===== src/rtl/conv_layer_sched.sv =====
// ---------------------------------------------------------------------------
// conv_layer_sched
//
// Walks the convolution datapath through every input channel of one layer.
// For each channel it presents the latched configuration, pulses
// conv_trigger, accepts each output pixel, writes it into the output buffer
// and returns conv_save_done once the buffer write has had WR_LAT cycles to
// land. The pixel count per channel is checked against (in_h-2)*(in_w-2),
// and a watchdog aborts the layer if the datapath stops producing pixels.
//
// Ports
//   clk, rst            clock, synchronous active-high reset
//   start               one-cycle layer request (ignored unless idle)
//   cfg_layer/chans/    layer configuration, latched on accepted start
//   cfg_in_w/cfg_in_h
//   busy, layer_done    layer in progress / one-cycle end-of-layer pulse
//   err_count           sticky: a channel produced the wrong pixel count
//   err_timeout         sticky: watchdog expired waiting for a pixel
//   conv_trigger        one-cycle channel start pulse to the conv block
//   conv_save_done      one-cycle pixel acknowledge to the conv block
//   conv_chan/layer/    current channel and latched configuration
//   conv_in_w/in_h
//   conv_valid/done     pixel ready (done marks the last pixel of a channel)
//   conv_pixel/addr     pixel value and its index within the channel
//   ob_wr_en/addr/data  output buffer write port, addr = {chan, pixel addr}
// ---------------------------------------------------------------------------
module conv_layer_sched #(
    parameter int DATA_WIDTH = 8,
    parameter int ADDR_W     = 8,
    parameter int CHAN_W     = 4,
    parameter int WR_LAT     = 2,
    parameter int TIMEOUT    = 4096
) (
    input  logic                     clk,
    input  logic                     rst,
    input  logic                     start,
    input  logic                     cfg_layer,
    input  logic [CHAN_W:0]          cfg_chans,
    input  logic [4:0]               cfg_in_w,
    input  logic [4:0]               cfg_in_h,
    output logic                     busy,
    output logic                     layer_done,
    output logic                     err_count,
    output logic                     err_timeout,
    output logic                     conv_trigger,
    output logic                     conv_save_done,
    output logic [CHAN_W-1:0]        conv_chan,
    output logic                     conv_layer,
    output logic [4:0]               conv_in_w,
    output logic [4:0]               conv_in_h,
    input  logic                     conv_valid,
    input  logic                     conv_done,
    input  logic [DATA_WIDTH-1:0]    conv_pixel,
    input  logic [ADDR_W-1:0]        conv_addr,
    output logic                     ob_wr_en,
    output logic [CHAN_W+ADDR_W-1:0] ob_wr_addr,
    output logic [DATA_WIDTH-1:0]    ob_wr_data
);

    localparam int WD_W   = $clog2(TIMEOUT + 1);
    localparam int HOLD_W = $clog2(WR_LAT + 1);
    localparam logic [CHAN_W:0] CHANS_ONE = 1;

    typedef enum logic [3:0] {
        IDLE, TRIG, WAIT, WRITE, HOLD, ACK, SETTLE, NEXT, FIN
    } state_t;

    state_t state, next_state;

    logic [CHAN_W:0]       chans_lat;
    logic [9:0]            exp_cnt;
    logic [9:0]            pix_cnt;
    logic [WD_W-1:0]       wd_cnt;
    logic [HOLD_W-1:0]     hold_cnt;
    logic [ADDR_W-1:0]     addr_lat;
    logic                  last_lat;

    logic pix_in;
    logic wd_expired;
    logic hold_last;
    logic last_chan;

    // done and valid are both "a pixel is here"; done only adds the last flag,
    // which is how done wins when both are high.
    assign pix_in     = conv_valid | conv_done;
    assign wd_expired = (wd_cnt == WD_W'(TIMEOUT - 1));
    assign hold_last  = (hold_cnt == HOLD_W'(WR_LAT - 2));
    assign last_chan  = ({1'b0, conv_chan} == chans_lat - CHANS_ONE);

    assign ob_wr_addr = {conv_chan, addr_lat};

    // State register.
    // NOTE: clocked state uses non-blocking (<=) so every flop samples the
    // pre-edge values; blocking here would create order-dependent races.
    always_ff @(posedge clk) begin
        if (rst) state <= IDLE;
        else     state <= next_state;
    end

    // Next-state logic.
    // NOTE: every always_comb output gets a default before the case; a path
    // that leaves it unassigned would infer a latch.
    always_comb begin
        next_state = state;
        unique case (state)
            IDLE:   if (start) next_state = (cfg_chans == '0) ? FIN : TRIG;
            TRIG:   next_state = WAIT;
            WAIT: begin
                if (pix_in)          next_state = WRITE;
                else if (wd_expired) next_state = FIN;
            end
            // With a single-cycle buffer write the acknowledge follows directly.
            WRITE:  next_state = (WR_LAT == 1) ? ACK : HOLD;
            HOLD:   if (hold_last) next_state = ACK;
            ACK:    next_state = last_lat ? NEXT : SETTLE;
            SETTLE: next_state = WAIT;
            NEXT:   next_state = last_chan ? FIN : TRIG;
            FIN:    next_state = IDLE;
            default: next_state = IDLE;
        endcase
    end

    // Output decode: all strobes are pure functions of the current state.
    always_comb begin
        busy           = 1'b0;
        layer_done     = 1'b0;
        conv_trigger   = 1'b0;
        conv_save_done = 1'b0;
        ob_wr_en       = 1'b0;
        unique case (state)
            IDLE:    ;
            TRIG:    begin busy = 1'b1; conv_trigger = 1'b1; end
            WRITE:   begin busy = 1'b1; ob_wr_en = 1'b1; end
            // The last pixel of a channel is not acknowledged; the next
            // trigger restarts the conv block instead.
            ACK:     begin busy = 1'b1; conv_save_done = ~last_lat; end
            FIN:     layer_done = 1'b1;
            default: busy = 1'b1;
        endcase
    end

    // Datapath: configuration latch, counters, pixel capture, sticky errors.
    always_ff @(posedge clk) begin
        if (rst) begin
            chans_lat   <= '0;
            conv_layer  <= 1'b0;
            conv_in_w   <= '0;
            conv_in_h   <= '0;
            conv_chan   <= '0;
            exp_cnt     <= '0;
            pix_cnt     <= '0;
            wd_cnt      <= '0;
            hold_cnt    <= '0;
            addr_lat    <= '0;
            ob_wr_data  <= '0;
            last_lat    <= 1'b0;
            err_count   <= 1'b0;
            err_timeout <= 1'b0;
        end else begin
            unique case (state)
                IDLE: begin
                    if (start) begin
                        chans_lat   <= cfg_chans;
                        conv_layer  <= cfg_layer;
                        conv_in_w   <= cfg_in_w;
                        conv_in_h   <= cfg_in_h;
                        conv_chan   <= '0;
                        // Valid-convolution output size, evaluated in 10 bits.
                        exp_cnt     <= ({5'd0, cfg_in_h} - 10'd2) *
                                       ({5'd0, cfg_in_w} - 10'd2);
                        err_count   <= 1'b0;
                        err_timeout <= 1'b0;
                    end
                end
                TRIG: begin
                    pix_cnt <= '0;
                    wd_cnt  <= '0;
                end
                WAIT: begin
                    if (pix_in) begin
                        ob_wr_data <= conv_pixel;
                        addr_lat   <= conv_addr;
                        last_lat   <= conv_done;
                        pix_cnt    <= pix_cnt + 10'd1;
                    end else if (wd_expired) begin
                        err_timeout <= 1'b1;
                    end else begin
                        wd_cnt <= wd_cnt + WD_W'(1);
                    end
                end
                WRITE:  hold_cnt <= '0;
                HOLD:   hold_cnt <= hold_cnt + HOLD_W'(1);
                // The watchdog restarts for each pixel once the acknowledged
                // valid has had a cycle to drop.
                SETTLE: wd_cnt <= '0;
                NEXT: begin
                    if (pix_cnt != exp_cnt) err_count <= 1'b1;
                    if (!last_chan) conv_chan <= conv_chan + CHAN_W'(1);
                end
                FIN:    conv_chan <= '0;
                default: ;
            endcase
        end
    end

endmodule


===== config.mk =====
export PLATFORM = sky130hd
export DESIGN_NAME = conv_layer_sched
export DESIGN_NICKNAME = d
export VERILOG_FILES = /design/src/rtl/conv_layer_sched.sv
export SDC_FILE = /design/constraint.sdc
export NUM_CORES = 1
export LEC_CHECK = 0
export ABC_AREA = 1
export CAP_MARGIN = 5
export CORE_ASPECT_RATIO = 0.6
export CORE_MARGIN = 1
export CORE_UTILIZATION = 54
export DETAILED_ROUTE_END_ITERATION = 16
export GPL_TIMING_DRIVEN = 0
export PLACE_DENSITY = 0.8
export SYNTH_ARGS = -nofsm -noshare
export SYNTH_HDL_FRONTEND = slang
export SYNTH_SLANG_ARGS = --single-unit
export TNS_END_PERCENT = 20

===== constraint.sdc =====
create_clock -name clk -period 6.68 [get_ports clk]
set_clock_uncertainty 0.05 [all_clocks]
set_input_delay 1.336 -clock clk [delete_from_list [all_inputs] [get_ports clk]]
set_output_delay 1.336 -clock clk [all_outputs]
set_load 0.03 [all_outputs]

==> impl_metrics.csv, run 1 <==
group,metric,value,unit
run_status,status,"finished, final reports clean",
floorplan,rows,26,
critical_path,cp.required,6900,ps
synthesis,syn-num-nets,750,
placed_design,dp.cells,858,
synthesis,synthCells,669,
grt,grt_pass1_wl,20300,um
critical_path,cp_max_fo,6,
final_layout,drive_gt1_share,6.70,%
clock_network,cts_root_buf,"clkbuf_16",
drt,drt-wirelength-per-cell,14.6,um
sta,rsz0062_at_grt,"false",
drt,vias_per_cell,5.33,
clock_network,insertion_delay,340,ps
clock_network,cts_resized,0,
clock_network,clk_path_buf_depth,2,
job,cap_violations,0,
clock_network,path_clk_slew,60,ps
final_layout,fillers,689,
drt,drt_wl_total,12700,um
synthesis,syn_avg_cell_area,7.16,um2
synthesis,yosys-top-cells-area,"dfxtp_1 33%, nand2_1 12%, fa_1 8.8%",
drt,post-route-drc-count,0,
drt,drtPass1Iterations,5,
pwr,total_power,1.95,mW
critical_path,criticalPathCategory,"in2reg",
floorplan,io_pins,79,
grt,grt_usage,29.4,%
floorplan,dieWidth,124,um
final_layout,final_nets,838,
grt,grt-ovfl-total,0,
pwr,total_leakage_power,2.60,nW
placed_design,gp_congestion,0.926,
clock_network,cts_buffers,9,
sta,fin_setup_tns,0,ps
synthesis,synth_cell_types,37,
pwr,ir_worst_vdd,0.000204,V
final_layout,n_antenna_cell,0,
floorplan,core-area,0.00856,mm2
sta,min_period,6330,ps
sta,fmax,0.158,GHz
grt,grt_pass1_vias,4238,
clock_network,cts_tree,"yes",
sta,holdWs,412,ps
sta,fin_crit_sh,94.7,%
placed_design,hpwl,10100,um
final_layout,area_growth,25.4,%
synthesis,synth-seq-cells,78,
clock_network,cts_htree_levels,3,
synthesis,synth.top_cell.area_share,32.6,%
worst_hold_path,hold_depth,2,
sta,worst_pin_slew,955,ps
synthesis,synth_warnings,0,
critical_path,r2r_cells,12,
critical_path,cp_data_arrival_time,6550,ps
drt,drtIter0Drc,381,
clock_network,postCtsSetupBuffers,0,
floorplan,die_h,75.0,um
clock_network,cts_sinks,78,
pwr,power_density,325,mW/mm2
placed_design,port_buffers,77,
sta,hold_viol,0,
synthesis,synth_area_leader_cell,"dfxtp_1",
clock_network,hold_buffers,0,
critical_path,critPathCaptureType,"register",
synthesis,seq_area_frac_synth,32.6,%
drt,route.vias.total,4654,
critical_path,start_kind,"input port",
sta,setup_viol,0,
grt,grt_start_max_net_pins,14,
worst_hold_path,hold_class,"reg2reg",
grt,antenna_found_initial,0,
synthesis,synthesis.area,0.00479,mm2
floorplan,dieArea,0.00926,mm2
sta,slew-limit-headroom,35.9,%
sta,finalMaxSlewViolations,0,
drt,drt.antenna.violating_nets,0,
final_layout,fin_cells,873,
final_layout,final_core_util,70.2,%
floorplan,initial_utilization,56.0,%
-- cell families (layout without fill, tap and decap cells) --
group | Yosys count | after routing | share of synthesized area (%)
flip-flops | 78 | 78 | 32.6
adder cells (fa/ha/maj) | 44 | 44 | 14.8
buffers and inverters | 125 | 217 | 10.4
AND/OR/NAND/NOR | 283 | 283 | 25.2
XOR/XNOR | 25 | 25 | 4.57
AO/OA/AOI/OAI | 114 | 114 | 12.5
-- layout by cell type (no fill, tap or decap), types with 4 or more instances in the layout --
cell type,netlist,layout
a21oi_1,72,72
nor3_1,12,12
nand2_1,149,149
clkbuf_1,9,9
fa_1,21,21
o21ai_0,30,30
buf_4,4,4
ha_1,23,23
nand2_2,4,4
xor2_1,17,17
nand3_1,27,27
inv_2,8,8
clkbuf_16,0,9
nand4_1,9,9
clkdlybuf4s50_1,0,77
xnor2_1,8,8
buf_2,6,6
nor2_2,4,4
dfxtp_1,78,78
nor2_1,67,67
inv_1,97,97
-- metrics by stage --
stage | worst slack, ps | area (um2)
after floorplan | 1310 | 4790
after global placement | 129 | 5700
after detailed placement | 111 | 5700
after CTS | 455 | 6010
after global routing | 42.2 | 6010
final | 352 | 6010
-- synth_stat cells, drive strengths merged --
cell type / number
dfxtp: 78
nor3b: 1
xnor2: 8
buf: 11
a211oi: 2
nor4: 1
fa: 21
or2: 1
o22ai: 1
nand4: 9
nand3b: 1
nand3: 28
a41oi: 1
xor2: 17
inv: 105
ha: 23
o21bai: 1
and3: 1
nor2: 71
a31oi: 2
nand2: 155
a21oi: 74
nand2b: 1
o21ai: 33
clkbuf: 9
nor3: 14
-- area by class of cell --
class                      count  area (um2)  area share [%]
clock inverter                 4        55.1           0.916
tap                          112         140            2.33
buffer                        20         105            1.75
sequential                    78        1560            26.0
clock buffer                  11         253            4.21
inverter                     105         394            6.56
timing repair buffer          77         771            12.8
multi-input combinational    466        2730            45.4
-- metal layers --
layer	wire length [um]	share of wire [%]	GRT usage, %	vias to the layer above
li1	-	-	-	2288
met2	5060	40	41.6	178
met3	1240	9.7	10.9	16
met4	150	1.2	8.57	0
met5	0	0	0	-
met1	6300	49	41.5	2172
-- power breakdown --
part	switching, mW	total, mW	internal (mW)	leakage, nW
sequential	0.0539	0.598	0.545	0.635
clock	0.196	0.505	0.310	0.148
combinational	0.541	0.849	0.308	1.82
total	0.791	1.95	1.16	2.60
-- sequential cells by signal, summed over array words and instances, names as in the netlist --
signal	cells
conv_in_h	5
addr_lat	8
pix_cnt	10
ob_wr_data	8
exp_cnt	10
err_count	1
conv_layer	1
err_timeout	1
last_lat	1
hold_cnt	2
conv_chan	4
wd_cnt	13
state	4
conv_in_w	5
chans_lat	5
-- worst max-delay path: stages --
cell             delay (ps)
clkdlybuf4s50_1         530
inv_1                   220
ha_1                    200
inv_1                    50
nor3_1                  730
nand2_1                 180
fa_1                    580
fa_1                    560
inv_1                    60
fa_1                    500
fa_1                    420
ha_1                    360
a21oi_1                 210
nand2b_1                120
nand3_1                  80
inv_1                    60
nand2_1                  50
nand2_1                  60
inv_1                    40
nand2_1                  50
nand2_1                  50
a21oi_1                 110
-- path summary, 6_finish.rpt --
| path | start | to | slack [ps] |
|---|---|---|---|
| worst max-delay path | cfg_in_w[1] | exp_cnt[9] | 350 |
| worst min-delay path | ob_wr_data[4] | ob_wr_data[4] | 410 |
| worst max register to register | wd_cnt[0] | wd_cnt[8] | 4570 |
| worst min register to register | ob_wr_data[4] | ob_wr_data[4] | 410 |
Power figures use the tool's default switching activity.
==> run 2, diff against run 1 <==
Settings changed: CAP_MARGIN 5 to unset.
==> results of run 2 <==
No change in the layout: final DEF, timing and power equal those of run 1.
==> run 3, diff against run 2 <==
--- a/config.mk
+++ b/config.mk
@@ -9,8 +9,9 @@
 export CORE_ASPECT_RATIO = 0.6
 export CORE_MARGIN = 1
-export CORE_UTILIZATION = 54
+export CORE_UTILIZATION = 50
 export DETAILED_ROUTE_END_ITERATION = 16
 export GPL_TIMING_DRIVEN = 0
-export PLACE_DENSITY = 0.8
+export PLACE_DENSITY = 0.75
+export SLEW_MARGIN = 20
 export SYNTH_ARGS = -nofsm -noshare
 export SYNTH_HDL_FRONTEND = slang
==> constraint.sdc (replaced) <==
create_clock -name clk -period 6.68 [get_ports clk]
set_clock_uncertainty 0.05 [all_clocks]
set_input_delay 1.002 -clock clk [delete_from_list [all_inputs] [get_ports clk]]
set_output_delay 1.002 -clock clk [all_outputs]
set_load 0.03 [all_outputs]
==> run 3 against run 2 <==
  * Critical path type unchanged
  * Global-route usage is 2.1 points lower
  * Worst hold slack gained 6.0 ps
  * Sequential cell count is the same
  * Die area is 7.8% higher
  * Total power is 4.2% higher
  * Sequential share of layout area decreased by 0.30 points
  * Clock power rose by 15%
  * Non-clock buffer count did not move
  * Setup slack gained 260 ps
  * First-iteration DRC count fell by 5.0%
  * Register-to-register slack better by 60 ps
  * Cell count grew 2.1%
==> impl_metrics.csv, run 3 (same netlist as run 1, synthesis figures left out) <==
group,metric,value,unit
critical_path,cp_num_cells,22,
clock_network,path_clk_slew,60,ps
drt,top_layer_used,"met4",
critical_path,start_kind,"input port",
grt,grt_usage,27.3,%
pwr,ir_worst_vdd,0.000214,V
critical_path,path_delay_family,"adder cells",
grt,grt_pass1_vias,4484,
job,cap_violations,0,
clock_network,cts_root_buf,"clkbuf_16",
critical_path,r2r_start,"wd_cnt[0]",
final_layout,final_common_cell,"nand2_1",
pwr,comb_power_share,42.1,%
final_layout,n_antenna_cell,0,
critical_path,path_buf_inv,6,
critical_path,criticalPathCategory,"in2reg",
pwr,total_power,2.03,mW
final_layout,largest-register,"wd_cnt",
placed_design,place_area,0.00572,mm2
critical_path,critPathCaptureType,"register",
pwr,p_sw_share,38.8,%
critical_path,critPathMaxStageDelay,750,ps
pwr,clock_power_share,28.5,%
clock_network,insertion_delay,340,ps
run_status,status,"finished, final reports clean",
grt,grt_start_max_net_pins,13,
sta,worst_pin_slew,982,ps
pwr,internal_power,1.24,mW
floorplan,initial_utilization,51.9,%
final_layout,area_growth,26.9,%
clock_network,clk_path_buf_depth,2,
grt,antenna_found_initial,0,
sta,slew-limit-headroom,34.0,%
floorplan,core-area,0.00922,mm2
drt,drtPass1Iterations,5,
clock_network,cts_resized,0,
pwr,seq_power_share,29.4,%
sta,finalMaxSlewViolations,0,
pwr,switching_power,0.790,mW
critical_path,cp-startpoint,"cfg_in_w[1]",
drt,drt-wirelength-per-cell,14.4,um
critical_path,r2r_cells,12,
sta,fmax,0.165,GHz
critical_path,cp_cell_sequence,"clkdlybuf4s50_1 > inv_1 > ha_1 > inv_1 > nor3_1 > nand2_1 > fa_1 > fa_1 > inv_1 > fa_1 > fa_1 > ha_1 > a21oi_1 > nand2b_1 > nand3_1 > inv_1 > nand2_1 > nand2_1 > inv_1 > nand2_1 > nand2_1 > a21oi_1",
floorplan,dieArea,0.00999,mm2
placed_design,gp_congestion,0.955,
worst_hold_path,hold_depth,2,
final_layout,drive_gt1_share,6.70,%
floorplan,dieWidth,128,um
floorplan,rows,27,
grt,grt_pass1_wl,21200,um
sta,min_period,6070,ps
drt,drtIter0Drc,362,
clock_network,hold_buffers,0,
worst_hold_path,hold_class,"reg2reg",
critical_path,cp_max_fo,6,
clock_network,cts_htree_levels,3,
critical_path,cp_data_arrival_time,6280,ps
placed_design,port_buffers,77,
drt,drt_wl_total,12800,um
sta,fin_crit_sh,90.8,%
drt,drt-met1-wl,6040,um
placed_design,hpwl,10000,um
final_layout,largest_register_ffs,13,
critical_path,cpMaxStageDelayCell,"nor3_1",
drt,vias_per_cell,5.22,
sta,hold_viol,0,
drt,wl_met3,1440,um
pwr,power_density,335,mW/mm2
final_layout,top_regs,"wd_cnt x13, exp_cnt x10, pix_cnt x10",
drt,met2_length,5200,um
clock_network,cts_sinks,78,
final_layout,fin_area,0.00608,mm2
critical_path,r2r_slack,4630,ps
clock_network,postCtsSetupBuffers,0,
clock_network,cts_buffers,9,
floorplan,die_h,77.8,um
drt,route.vias.total,4655,
critical_path,cp.required,6900,ps
clock_network,cts_tree,"yes",
drt,drt.antenna.violating_nets,0,
final_layout,final_nets,838,
sta,rsz0062_at_grt,"false",
sta,setup_viol,0,
critical_path,rr_endpoint,"wd_cnt[8]",
sta,fin_setup_tns,0,ps
pwr,total_leakage_power,2.63,nW
drt,post-route-drc-count,0,
grt,grt-ovfl-total,0,
critical_path,crit_path_end,"exp_cnt[9]",
final_layout,final_cell_mix,"149 x nand2_1, 97 x inv_1, 78 x dfxtp_1, 77 x clkdlybuf4s50_1, 72 x a21oi_1",
floorplan,io_pins,79,
## run 3: routing by layer
metal,GRT usage (%),up-vias
met1,37.7,2123
met3,9.24,17
li1,-,2293
met5,0,-
met2,40.4,222
met4,6.82,0
## run 3: cell type report
| cell class | count | area, um2 |
|---|---|---|
| clock buffer | 12 | 267 |
| tap | 130 | 163 |
| sequential | 78 | 1560 |
| inverter | 105 | 394 |
| clock inverter | 3 | 90.1 |
| multi-input combinational | 466 | 2730 |
| buffer | 20 | 105 |
| timing repair buffer | 77 | 771 |
| fill | 771 | 3140 |
## run 3: worst min-delay path, stage by stage (launching register included)
cell and delay (ps):
dfxtp_1 310, nand2_1 60, a21oi_1 50
## run 3: worst min path at each step
| stage | startpoint | to |
|---|---|---|
| final | ob_wr_data[6] | ob_wr_data[6] |
| after global routing | addr_lat[5] | addr_lat[5] |
| after CTS | addr_lat[3] | addr_lat[3] |
| after detailed placement | ob_wr_data[6] | ob_wr_data[6] |
| after global placement | hold_cnt[1] | hold_cnt[1] |
| after floorplan | hold_cnt[1] | hold_cnt[1] |
## run 3: metrics by stage
step,hold slack (ps),worst slack (ps),utilization (%),cells
global placement,399,517,62.1,876
CTS,421,688,65.9,891
finish,418,613,65.9,891
global route,438,279,65.9,891
floorplan,390,1650,-,669
detailed placement,410,326,62.1,876
## run 3: power groups by stage
stage	combinational (mW)	sequential, mW	clock [mW]
after floorplan	0.509	0.662	0
after global placement	0.816	0.602	0
after detailed placement	0.847	0.603	0
after CTS	0.852	0.597	0.584
after global routing	0.948	0.606	0.605
final	0.857	0.598	0.579
